==> src/rtl/serial_pattern_det_if.sv <==
// Bit-stream bundle between the flip-flop stage and the pattern detector.
// The master side drives the strobe and both flip-flop rails. The slave side
// (the detector) returns the history, the pulses, the hit counter and its
// FILL/ARMED state.
//
// Handshake: din_valid is a one-cycle strobe with no back-pressure. din and
// din_n are meaningful only in a cycle where din_valid is high. Every strobe
// is consumed on the rising edge that samples it, so strobes may arrive on
// consecutive clocks.
interface serial_pattern_det_if #(
  parameter int PATTERN_W = 4,
  parameter int CNT_W     = 8
);
  logic                 din_valid;
  logic                 din;
  logic                 din_n;
  logic [PATTERN_W-1:0] hist;
  logic                 hit;
  logic                 rail_err;
  logic [CNT_W-1:0]     hit_cnt;
  logic                 cnt_sat;
  logic                 armed;

  modport master (
    output din_valid, din, din_n,
    input  hist, hit, rail_err, hit_cnt, cnt_sat, armed
  );

  modport slave (
    input  din_valid, din, din_n,
    output hist, hit, rail_err, hit_cnt, cnt_sat, armed
  );
endinterface

==> src/rtl/serial_pattern_det.sv <==
// Serial pattern detector fed by the complementary outputs of a D flip-flop.
// Each strobe is rail-checked (din must differ from din_n). Good bits shift
// into a history register, newest bit in the LSB. A match of PATTERN (MSB =
// oldest bit) once the history is completely filled produces a one-cycle hit
// pulse and bumps a saturating hit counter.
//
// Optional feature macro: DET_OVERLAP_EN
//   defined   - overlapping detection: after a match the history stays armed,
//               so the tail of one match can start the next one.
//   undefined - non-overlapping detection: a match empties the fill count,
//               so PATTERN_W fresh good bits are needed before the next hit.
//
// The connected interface instance must use the same PATTERN_W and CNT_W as
// this module.
module serial_pattern_det #(
  parameter int                   PATTERN_W = 4,
  parameter logic [PATTERN_W-1:0] PATTERN   = 4'b1011,
  parameter int                   CNT_W     = 8
) (
  input  logic                clk,
  input  logic                clr,
  serial_pattern_det_if.slave bus
);

  // fill counts 0..PATTERN_W inclusive, so it needs one more code than the
  // pattern length.
  localparam int                FILL_W = $clog2(PATTERN_W + 1);
  localparam logic [FILL_W-1:0] FULL   = FILL_W'(PATTERN_W);

  // FILL: still collecting the first PATTERN_W good bits.
  // ARMED: history completely filled, so every good bit can complete a match.
  typedef enum logic {
    FILL_ST  = 1'b0,
    ARMED_ST = 1'b1
  } state_t;

  state_t               state;
  logic [FILL_W-1:0]    fill;
  logic [PATTERN_W-1:0] hist_q;
  logic                 hit_q;
  logic                 rail_q;
  logic [CNT_W-1:0]     hit_cnt_q;
  logic                 cnt_sat_q;

  logic                 bit_ok;
  logic                 bit_bad;
  logic [PATTERN_W-1:0] hist_nxt;
  logic [FILL_W-1:0]    fill_inc;
  logic                 match;
  logic [CNT_W-1:0]     cnt_nxt;

  // Qualify the strobe and compute the post-shift, post-increment view that
  // the match decision is based on.
  always_comb begin
    bit_ok   = bus.din_valid && (bus.din != bus.din_n);
    bit_bad  = bus.din_valid && (bus.din == bus.din_n);
    hist_nxt = {hist_q[PATTERN_W-2:0], bus.din};
    fill_inc = (fill < FULL) ? fill + 1'b1 : fill;
    match    = bit_ok && (hist_nxt == PATTERN) && (fill_inc == FULL);
    cnt_nxt  = (&hit_cnt_q) ? hit_cnt_q : hit_cnt_q + 1'b1;
  end

  // Fill-state FSM with the history, pulses and counter, all registered.
  // clr wins over a strobe in the same cycle, so that bit is discarded.
  always_ff @(posedge clk) begin
    if (clr) begin
      state     <= FILL_ST;
      fill      <= '0;
      hist_q    <= '0;
      hit_q     <= 1'b0;
      rail_q    <= 1'b0;
      hit_cnt_q <= '0;
      cnt_sat_q <= 1'b0;
    end else begin
      // Pulses default low so each one lasts a single clock, even when
      // strobes arrive back to back.
      hit_q  <= 1'b0;
      rail_q <= 1'b0;

      // A bad strobe only raises the error pulse. History, fill and counter
      // are left as they were.
      if (bit_bad) begin
        rail_q <= 1'b1;
      end

      if (bit_ok) begin
        hist_q <= hist_nxt;
        if (match) begin
          hit_q     <= 1'b1;
          hit_cnt_q <= cnt_nxt;
          // Registered together with the counter so it rises with the hit
          // that fills the counter.
          cnt_sat_q <= &cnt_nxt;
`ifdef DET_OVERLAP_EN
          fill      <= fill_inc;
          state     <= ARMED_ST;
`else
          // The history still shows the shifted value. Only the fill count
          // restarts, so the matched bits cannot be reused.
          fill      <= '0;
          state     <= FILL_ST;
`endif
        end else begin
          fill  <= fill_inc;
          state <= (fill_inc == FULL) ? ARMED_ST : FILL_ST;
        end
      end
    end
  end

  assign bus.hist     = hist_q;
  assign bus.hit      = hit_q;
  assign bus.rail_err = rail_q;
  assign bus.hit_cnt  = hit_cnt_q;
  assign bus.cnt_sat  = cnt_sat_q;
  assign bus.armed    = (state == ARMED_ST);

endmodule

==> src/flat_wrapper.sv <==
// flat-port wrapper written by rule: the top's interface ports become plain ports
module serial_pattern_det_flat 
#(
  parameter int                   PATTERN_W = 4,
  parameter logic [PATTERN_W-1:0] PATTERN   = 4'b1011,
  parameter int                   CNT_W     = 8
)
  (clk, clr, bus_din_valid, bus_din, bus_din_n, bus_hist, bus_hit, bus_rail_err, bus_hit_cnt, bus_cnt_sat, bus_armed);
  serial_pattern_det_if #(.PATTERN_W(PATTERN_W), .CNT_W(CNT_W)) bus_i ();
  input  logic clk;
  input  logic clr;
  input wire logic [$bits(bus_i.din_valid)-1:0] bus_din_valid;
  input wire logic [$bits(bus_i.din)-1:0] bus_din;
  input wire logic [$bits(bus_i.din_n)-1:0] bus_din_n;
  output wire logic [$bits(bus_i.hist)-1:0] bus_hist;
  output wire logic [$bits(bus_i.hit)-1:0] bus_hit;
  output wire logic [$bits(bus_i.rail_err)-1:0] bus_rail_err;
  output wire logic [$bits(bus_i.hit_cnt)-1:0] bus_hit_cnt;
  output wire logic [$bits(bus_i.cnt_sat)-1:0] bus_cnt_sat;
  output wire logic [$bits(bus_i.armed)-1:0] bus_armed;
  assign bus_i.din_valid = bus_din_valid;
  assign bus_i.din = bus_din;
  assign bus_i.din_n = bus_din_n;
  assign bus_hist = bus_i.hist;
  assign bus_hit = bus_i.hit;
  assign bus_rail_err = bus_i.rail_err;
  assign bus_hit_cnt = bus_i.hit_cnt;
  assign bus_cnt_sat = bus_i.cnt_sat;
  assign bus_armed = bus_i.armed;
  serial_pattern_det #(.PATTERN_W(PATTERN_W), .PATTERN(PATTERN), .CNT_W(CNT_W)) u_core (.clk(clk), .clr(clr), .bus(bus_i));
endmodule
==> config.mk <==
export PLATFORM = sky130hd
export DESIGN_NAME = serial_pattern_det_flat
export DESIGN_NICKNAME = d
export VERILOG_FILES = /design/src/rtl/serial_pattern_det_if.sv /design/src/rtl/serial_pattern_det.sv /design/src/flat_wrapper.sv
export SDC_FILE = /design/constraint.sdc
export NUM_CORES = 1
export LEC_CHECK = 0
export CAP_MARGIN = 25
export CORE_UTILIZATION = 52
export CTS_BUF_LIST = sky130_fd_sc_hd__clkbuf_4 sky130_fd_sc_hd__clkbuf_8
export CTS_CLUSTER_DIAMETER = 200
export DETAILED_ROUTE_END_ITERATION = 8
export GPL_TIMING_DRIVEN = 0
export PLACE_DENSITY_LB_ADDON = 0.25
export SETUP_SLACK_MARGIN = 0.02
export SYNTH_ARGS = -nofsm -noshare
export SYNTH_HDL_FRONTEND = slang
export SYNTH_SLANG_ARGS = --single-unit
==> constraint.sdc <==
create_clock -name clk -period 1.9 [get_ports clk]
set_input_delay 0.38 -clock clk [delete_from_list [all_inputs] [get_ports clk]]
set_output_delay 0.38 -clock clk [all_outputs]
set_load 0.05 [all_outputs]
Word level (Yosys, flattened, before mapping)
Cells that the tools add are included.
Cells by class
  bitwise logic cells: 1
  add/sub/neg operators: 2
  reduce and logical (&&, ||, !) cells: 8
  mux-type cells: 7
  equality and inequality tests: 4
  order comparisons: 1
Operators by type and width (number)
  8-bit AND reduction: 2
  8-bit by 1-bit adder with 8-bit output, second input constant: 1
  8-bit two-way mux: 1
  3-bit two-way mux: 2
  4-bit == test, second input constant: 1
  1-bit logical AND: 4
  1-bit two-way mux: 4
  3-bit by 1-bit adder with 3-bit output, second input constant: 1
  3-bit == test, second input constant: 1
  3-bit < comparator, second input constant: 1
  2-bit AND reduction: 1
  2-bit OR reduction: 1
  1-bit == test: 1
  1-bit inequality test: 1
  1-bit inverter: 1
Word-level totals
  bits in registers: 19
  output and inout port bits: 16

Logic depth before layout (Yosys ltp)
Gate-level depths: netlist of the first run.
  depth in word-level cells: 5
  depth in mapped cells: 6
  depth with buffers taken out: 5

Worst setup path after synthesis of the first run
OpenSTA, ideal clock, no wires.
  kind: reg2reg
  start: register u_core.hit_cnt_q[1], in the netlist u_core.bus.hit_cnt[1]
  end: register u_core.cnt_sat_q, in the netlist u_core.bus.cnt_sat
  period minus slack after synthesis: 2.003 ns
  buffers on the path: 1
  required time: 1.840 ns
  slack: -0.103 ns
  library setup time: 0.060 ns
  stages on the path, launching flop included: 6
  data arrival time: 1.943 ns
  path through: dfxtp_1 -> ha_1 -> clkbuf_1 -> a211oi_1 -> a2111oi_0 -> a41o_1
Between the ends
  cells in the longest elaborated chain, start to end: 3
  elaborated cells between the ends (all ways): 4
  classes of those cells: 1 x add/sub; 1 x mux; 2 x reduce/logical
Ends and longest elaborated chain
  start: declaration: line serial_pattern_det.sv:42  | logic [CNT_W-1:0] hit_cnt_q;
  start signal: assignment: line serial_pattern_det.sv:90  | hit_cnt_q <= cnt_nxt;
  8-bit by 1-bit adder with 8-bit output or 8-bit AND reduction (tied branches): line serial_pattern_det.sv:60  | cnt_nxt = (&hit_cnt_q) ? hit_cnt_q : hit_cnt_q + 1'b1;
  8-bit two-way mux *: line serial_pattern_det.sv:60
  8-bit AND reduction *: line serial_pattern_det.sv:93  | cnt_sat_q <= &cnt_nxt;
  end signal: assignment: line serial_pattern_det.sv:93
  end: declaration: line serial_pattern_det.sv:43  | logic cnt_sat_q;
Mark *: on every way between the ends. The rest lies on a longest branch, timed or not.
A chain may end at the register's enable or synchronous reset.

Worst setup path after layout of the first run
  start: register u_core.cnt_sat_q, in the netlist u_core.bus.cnt_sat
  end: output port bus_cnt_sat
RTL lines
  end: declaration: line flat_wrapper.sv:19  | output wire logic [$bits(bus_i.cnt_sat)-1:0] bus_cnt_sat;
No word-level cell between the ends.

==> results.md, run 1 <==
* Worst Skew at 2.84 ps
* DR vias at 999
* First-pass GRT wire length at 4020 um
* Worst EP arrival at 1460 ps
* Initial antenna violation count at 0
* Cell taking the most area after synthesis: dfxtp_1
* CTS Buffer Depth at 2
* Worst setup EP type: output pin
* Final ANT Viol Nets at 0
* Worst-path clk slew at 120 ps
* Worst EP required at 1520 ps
* Total die area at 2090 um^2
* Tightest Pin Transition at 500 ps
* Crit path max-delay family: buffers and inverters
* GRT Resource Usage Total at 26.4%
* Syn_area_per_cell at 8.65 um^2
* Hold Startpoint: bus_din_valid
* Critical path startpoint category: register
* H-tree depth at 1
* Number of synthesized flops with an enable pin at 0
* Non-Filler Instances at 165
* CTS Buf Count at 3
* CP Class: register to output pin
* Crit path time final at 1840 ps
* Crit path max fanout at 2
* VDD IR max at 0.000513 V
* Final setup viols at 0
* CP Launch Point: u_core.bus.cnt_sat
* Status: completed
* Mux cell area share after synthesis at 1.01%
* CP max stage cell: clkdlybuf4s50_1
* Flop2flop setup slack at 110 ps
* Synth Area in Compound Gates at 21.9%
* Main synth FF type: dfxtp_1
* Largest family of logic cells by synthesized area: simple AND/OR/NAND/NOR gates
* Tcrit/Tclk final at 97.0%
* Root Driver: clkbuf_4
* Synth top area cells: dfxtp_1 38%, a21oi_1 5.5%, nand2_1 3.4%
* Layout cells sized above 1 at 19.3%
* Pre-antenna DRT Iters at 4
* Hold Fails Final Rpt at 0
* Worst hold path stage count at 3
* Core Util, Final at 73.9%
* Cell Chain, Critical Path: clkdlybuf4s50_1
* Fin. max-slew vios at 0
* Max_cap viols at 0
* Port Buffers at 19
* GPL Wtd Cong at 0.870
* Clk Latency, worst-skew pair at 300 ps
* Number of DRC markers in iteration 0 at 30
* Die Ht at 45.7 um
* DRC errors left at 0
* CTS tree: built
* Hold endpoint: u_core.bus.hist[1]
* Post-synth top area share at 38.2%
* P&R area growth vs syn at 31.1%
* Synthesized area at 995 um^2
* Critical R2R Capture: u_core.bus.armed
* Crit path largest cell delay at 810 ps
* Synth unique cells at 44
* Pwr Density at 529 nW/um^2
* Max_slew headroom at 66.6%
* Number of vias per cell at 6.05
* Logic depth of the worst register-to-register path at 6
* Vias in the first global route at 931
* Hold Crit Class: input pin to register
* Post-synthesis adder-cell area fraction at 2.52%
* Fmax at 542 MHz
* I/O pin total at 21
* Async S/R FF share, synth at 0%
* Final WL at 2400 um
* Synthesis Warnings at 0
* CTS Sinks at 19
* Sequential area share after synthesis at 38.2%
* RR Startpoint: u_core.fill[0]
* Synth Register Bits at 19
* Placed insts at 159
* Initial Util at 56.4%
* Synthesized Nets at 122
* Mean routed wirelength per cell at 14.5 um
* RSZ-0062 raised after global routing: no
* CP Buf/Inv Count at 1
* Die X at 45.7 um
* Overflow after GRT at 0
* Antenna Cells at 0
* XOR/XNOR Fraction of Synth Area at 2.52%
* Synth Area in Simple Gates at 30.1%
* Syn Inst Count at 115
* Largest net degree at the start of global routing at 12
* Core area at 1760 um^2
* Total Nets Final at 148
* Site row count at 15
* Static Leakage at 0.000491 uW
* Post-DP HPWL at 1680 um
worst min-delay path, cell delays in order:
cell     delay [ps]
buf_2           160
nand3_1          90
a21oi_1          50
cell families after synthesis:
family	count (synthesis)
mux	1
buf+inv	9
fa+ha+maj	2
xor+xnor	2
flops	19
compound gates	32
simple gates	50
how the worst max path moves through the flow:
stage | end | slack [ps] | cells past startpoint
2_1_floorplan | u_core.bus.hit_cnt[4] | 120 | 5
3_3_place_gp | u_core.bus.hit_cnt[4] | -190 | 6
3_5_place_dp | u_core.bus.cnt_sat | -230 | 6
4_1_cts | u_core.bus.cnt_sat | 20 | 5
5_1_grt | bus_armed | 30 | 1
6_report | bus_cnt_sat | 60 | 1
routing by layer:
layer / routed length (um) / global-route usage, % / up-vias
met4: 57 / 14.1 / 0
met1: 1090 / 36.3 / 460
met3: 136 / 4.37 / 8
met5: 0 / 0 / -
met2: 1110 / 39.4 / 42
li1: - / - / 489
power by group:
part           switching, uW  internal [uW]  leakage, uW
clock network            134           78.4    0.0000177
logic                   41.7           23.9     0.000318
registers               6.53            406     0.000155
total                    182            508     0.000491
layout make-up:
cell class,count,area (um^2)
clock inverters,1,5.00
multi-input cells,87,619
repair buffers,21,195
plain buffers,7,37.5
well taps,25,31.3
fillers,148,460
inverters,2,7.51
flip-flops and latches,19,385
clock buffers,3,22.5
placed cells by master, fill, tap and decap left out, drive strengths merged, types with 2 or more instances in the layout:
cell / Yosys / layout
nor3b: 3 / 3
ha: 2 / 2
nor3: 5 / 5
clkbuf: 3 / 6
nand3: 5 / 5
and3: 2 / 2
nand2: 10 / 10
nand4: 3 / 3
clkdlybuf4s50: 0 / 10
or3: 2 / 2
nor4: 2 / 2
inv: 2 / 2
o21ai: 4 / 4
xor2: 2 / 2
dlygate4sd2: 0 / 8
a21oi: 12 / 12
nand3b: 2 / 2
dfxtp: 19 / 19
a31oi: 4 / 4
and4b: 2 / 2
nor2: 7 / 7
buf: 4 / 6
a211oi: 3 / 3
synth_stat cells, types with 3 or more instances:
cell / number
dfxtp_1: 19
a21oi_1: 11
nand2_1: 9
nor2_1: 7
nand3_1: 5
nor3_1: 5
a31oi_1: 4
o21ai_0: 4
a211oi_1: 3
buf_2: 3
clkbuf_1: 3
nand4_1: 3
flip-flops by register name, summed over array words and instances, names as in the netlist:
name                 count
u_core.bus.cnt_sat       1
u_core.fill              3
u_core.bus.hit_cnt       8
u_core.bus.rail_err      1
u_core.bus.armed         1
u_core.bus.hist          4
u_core.bus.hit           1
what timing repair did:
| item | CTS | global route |
|---|---|---|
| setup endpoints to repair | 11 | 6 |
| resized for setup | 12 | 13 |
| endpoints found under the hold margin | 0 | 0 |
| buffers inserted | 0 | 1 |
| pin swaps | 0 | 1 |
| hold buffers | 0 | 0 |
| cloned | 0 | 1 |
per-stage QoR:
stage / setup TNS (ps) / setup WS [ps] / hold slack (ps) / power, uW / area [um^2]
finish: 0 / 56.5 / 420 / 690 / 1300
detailed placement: -1080 / -227 / 453 / 486 / 1220
floorplan: 0 / 121 / 503 / 462 / 997
CTS: 0 / 17.1 / 418 / 684 / 1260
global placement: -615 / -186 / 442 / 484 / 1220
global route: 0 / 29.0 / 420 / 705 / 1300
(Power assumes the default switching activity.)
==> inputs of run 2 (changes only) <==
- ABC_AREA: not set -> 0
==> results of run 2 <==
Final layout, timing and power as in run 1 (identical DEF).
==> inputs of run 3 (changes only) <==
--- a/config.mk
+++ b/config.mk
@@ -9,3 +9,3 @@
 export CAP_MARGIN = 25
-export CORE_UTILIZATION = 52
+export CORE_UTILIZATION = 47
 export CTS_BUF_LIST = sky130_fd_sc_hd__clkbuf_4 sky130_fd_sc_hd__clkbuf_8
==> constraint.sdc (replaced) <==
create_clock -name clk -period 1.6 [get_ports clk]
set_input_delay 0.32 -clock clk [delete_from_list [all_inputs] [get_ports clk]]
set_output_delay 0.32 -clock clk [all_outputs]
set_load 0.02 [all_outputs]
==> run 3 against run 2 <==
  * The run now ends with negative setup slack left
  * First-iteration DRC count unchanged
  * Power up 22%
  * Count of clock-buffer cells in the layout grew 1
  * Via count rose by 3.9%
  * Worst hold slack worse by 72 ps
  * Critical endpoint is now u_core.bus.hit_cnt[3]
==> results.md, run 3 (synthesis results as in run 1) <==
* Status: finished, violations left
* Violated checks: negative setup slack
* Final setup viols at 2 (+2)
* Cell Chain, Critical Path: ha_4, and4bb_4, o211ai_4, buf_6, and2_4, o21ba_4
* Final ANT Viol Nets at 0 (unchanged)
* Antenna Cells at 0 (unchanged)
* Overflow after GRT at 0 (unchanged)
* Vias in the first global route at 893 (-4.1%)
* Number of DRC markers in iteration 0 at 30 (unchanged)
* Die Ht at 48.0 um (+5.0%)
* Layout cells sized above 1 at 30.6% (+11 points)
* Static Leakage at 0.000629 uW (+28%)
* DR vias at 1038 (+3.9%)
* Critical path startpoint category: register
* Crit path largest cell delay at 370 ps (-440 ps)
* Power, Total at 845 uW (+22%)
* Max_cap viols at 0 (unchanged)
* Max FFs per register at 8 (unchanged)
* Pwr Density at 582 nW/um^2 (+10%)
* Post-DP HPWL at 1630 um (-2.8%)
* Root Driver: clkbuf_4
* Commonest non-fill, non-tap cell in the layout: dfxtp_1
* Metal2 WL at 1370 um (+23%)
* Clk Latency, worst-skew pair at 300 ps (about the same)
* CP max stage cell: dfxtp_4
* RSZ-0062 raised after global routing: yes
* RR Startpoint: u_core.fill[1]
* Largest net degree at the start of global routing at 11 (-1)
* Core area at 1980 um^2 (+12%)
* Initial antenna violation count at 0 (unchanged)
* Worst EP required at 1800 ps (+280 ps)
* Port Buffers at 19 (unchanged)
* Non-Filler Instances at 171 (+3.6%)
* Setup WS post-layout at -27.1 ps (-83.6 ps)
* WHS at 348 ps (-72.0 ps)
* Mean routed wirelength per cell at 14.8 um (+1.9%)
* Fin. max-slew vios at 0 (unchanged)
* Psw at 211 uW (+16%)
* Internal at 634 uW (+25%)
* Logic pwr share at 10.3% (+0.8 points)
* Top layer in use: met4
* CP Buf/Inv Count at 1 (unchanged)
* Max_slew headroom at 67.5% (+0.90 points)
* Pre-antenna DRT Iters at 4 (unchanged)
* Met1 wire length at 1010 um (-7.8%)
* P&R area growth vs syn at 45.9%
* Crit path max fanout at 5 (+3)
* Clock Power Share at 31.8% (+1.1 points)
* Crit path time final at 1630 ps
* GRT Resource Usage Total at 23.4% (-3.0 points)
* Die X at 48.0 um (+5.0%)
* Fmax at 615 MHz
* Final WL at 2530 um (+5.6%)
* Tcrit/Tclk final at 102%
* Worst Skew at 9.39 ps (+6.54 ps)
* H-tree depth at 1 (unchanged)
* Hold Crit Class: input pin to register
* Switch share at 25.0% (-1.4 points)
* I/O pin total at 21 (unchanged)
* Worst EP arrival at 1830 ps (+370 ps)
* Core Util, Final at 73.2% (-0.67 points)
* Crit path to: u_core.bus.hit_cnt[3]
* DRC errors left at 0 (unchanged)
* Initial Util at 50.2% (-6.2 points)
* Tightest Pin Transition at 487 ps (-12.7 ps)
* Seq pwr share at 57.9% (-1.9 points)
* CTS Buffer Depth at 2 (unchanged)
* CTS tree: built
* Logic depth of the worst register-to-register path at 6 (unchanged)
* CTS Buf Count at 3 (unchanged)
* Number of vias per cell at 6.07 (+0.26%)
* Placed insts at 161 (+1.3%)
* Final Instance Area at 1450 um^2 (+11%)
* Total Nets Final at 152 (+2.7%)
* Cell count along the critical path at 6 (+5)
* Flop2flop setup slack at -30 ps (-140 ps)
* Hold buffer count at cts at 0 (unchanged)
* CTS Sinks at 19 (unchanged)
* Critical R2R Capture: u_core.bus.hit_cnt[3]
* Worst-path clk slew at 120 ps (about the same)
* GPL Wtd Cong at 0.872 (+0.23%)
* Crit path max-delay family: simple AND/OR/NAND/NOR gates
* Site row count at 16 (+1)
* Met3 Wirelength at 126 um (-7.4%)
* CP Class: register to register
* CP Launch Point: u_core.fill[1]
* VDD IR max at 0.000527 V (+2.7%)
* Commonest non-fill, non-tap cells in the layout: 15 x dfxtp_1, 10 x dlygate4sd2_1, 9 x nand2_1, 9 x a21oi_1, 6 x dlymetal6s2s_1
* Total die area at 2300 um^2 (+10%)
* Hold Fails Final Rpt at 0 (unchanged)
* Placed instance area at 1250 um^2 (+3.0%)
* First-pass GRT wire length at 3750 um (-6.7%)
* Worst setup EP type: register
run 3: cell count changes in the layout (fill, tap and decap cells not counted), sizes merged:
| cell | change |
|---|---|
| clkdlybuf4s50 | -7 |
| clkinv | -1 |
| clkbuf | +1 |
| dlygate4sd2 | +2 |
| buf | +4 |
| dlymetal6s2s | +5 |
run 3: how the worst min path moves through the flow:
stage | startpoint | endpoint | slack (ps) | cells after the start
floorplan | bus_din | u_core.bus.hist[0] | 480 | 2
global route | bus_din_valid | u_core.bus.rail_err | 360 | 2
global placement | u_core.bus.hist[3] | u_core.bus.hist[3] | 440 | 2
CTS | bus_din_valid | u_core.bus.rail_err | 350 | 2
finish | bus_din_valid | u_core.bus.hist[2] | 350 | 3
detailed placement | u_core.bus.hist[3] | u_core.bus.hist[3] | 460 | 2
run 3: worst register-to-register path, stage by stage, from the launching register on:
cell,delay [ps]
dfxtp_4,370
ha_4,230
and4bb_4,340
o211ai_4,100
buf_6,160
and2_4,150
o21ba_4,180
run 3: per-layer routing:
| layer | GRT usage (%) | up-vias |
|---|---|---|
| met2 | 43.0 | 34 |
| met5 | 0 | - |
| met1 | 27.4 | 501 |
| met4 | 9.44 | 0 |
| met3 | 2.64 | 4 |
| li1 | - | 499 |
run 3: layout make-up:
class / count / area (um^2)
Timing Repair Buffer: 25 / 241
Multi-Input combinational cell: 87 / 703
Buffer: 7 / 42.5
Sequential cell: 19 / 393
Tap cell: 27 / 33.8
Inverter: 2 / 7.51
Fill cell: 148 / 531
Clock buffer: 4 / 30.0
run 3: what timing repair did:
action | 4_1_cts | 5_1_grt
cloned | 1 | 0
pin swaps | 6 | 4
setup buffers | 4 | 1
gates resized for setup | 30 | 22
endpoints found under the setup margin | 20 | 14
run 3: metrics by stage:
step / worst slack, ps / TNS (ps)
finish: -27.1 / -40.1
global route: -59.1 / -260
CTS: -20.5 / -38.6
detailed placement: -328 / -4620
global placement: -318 / -4500
floorplan: 29.1 / 0
run 3: power groups by stage:
stage / sequential, uW / clock (uW) / combinational, uW
after floorplan: 506 / 0 / 38.5
after global placement: 502 / 0 / 68.6
after detailed placement: 503 / 0 / 70.7
after CTS: 489 / 273 / 87.0
after global routing: 490 / 289 / 95.0
final: 489 / 269 / 87.2
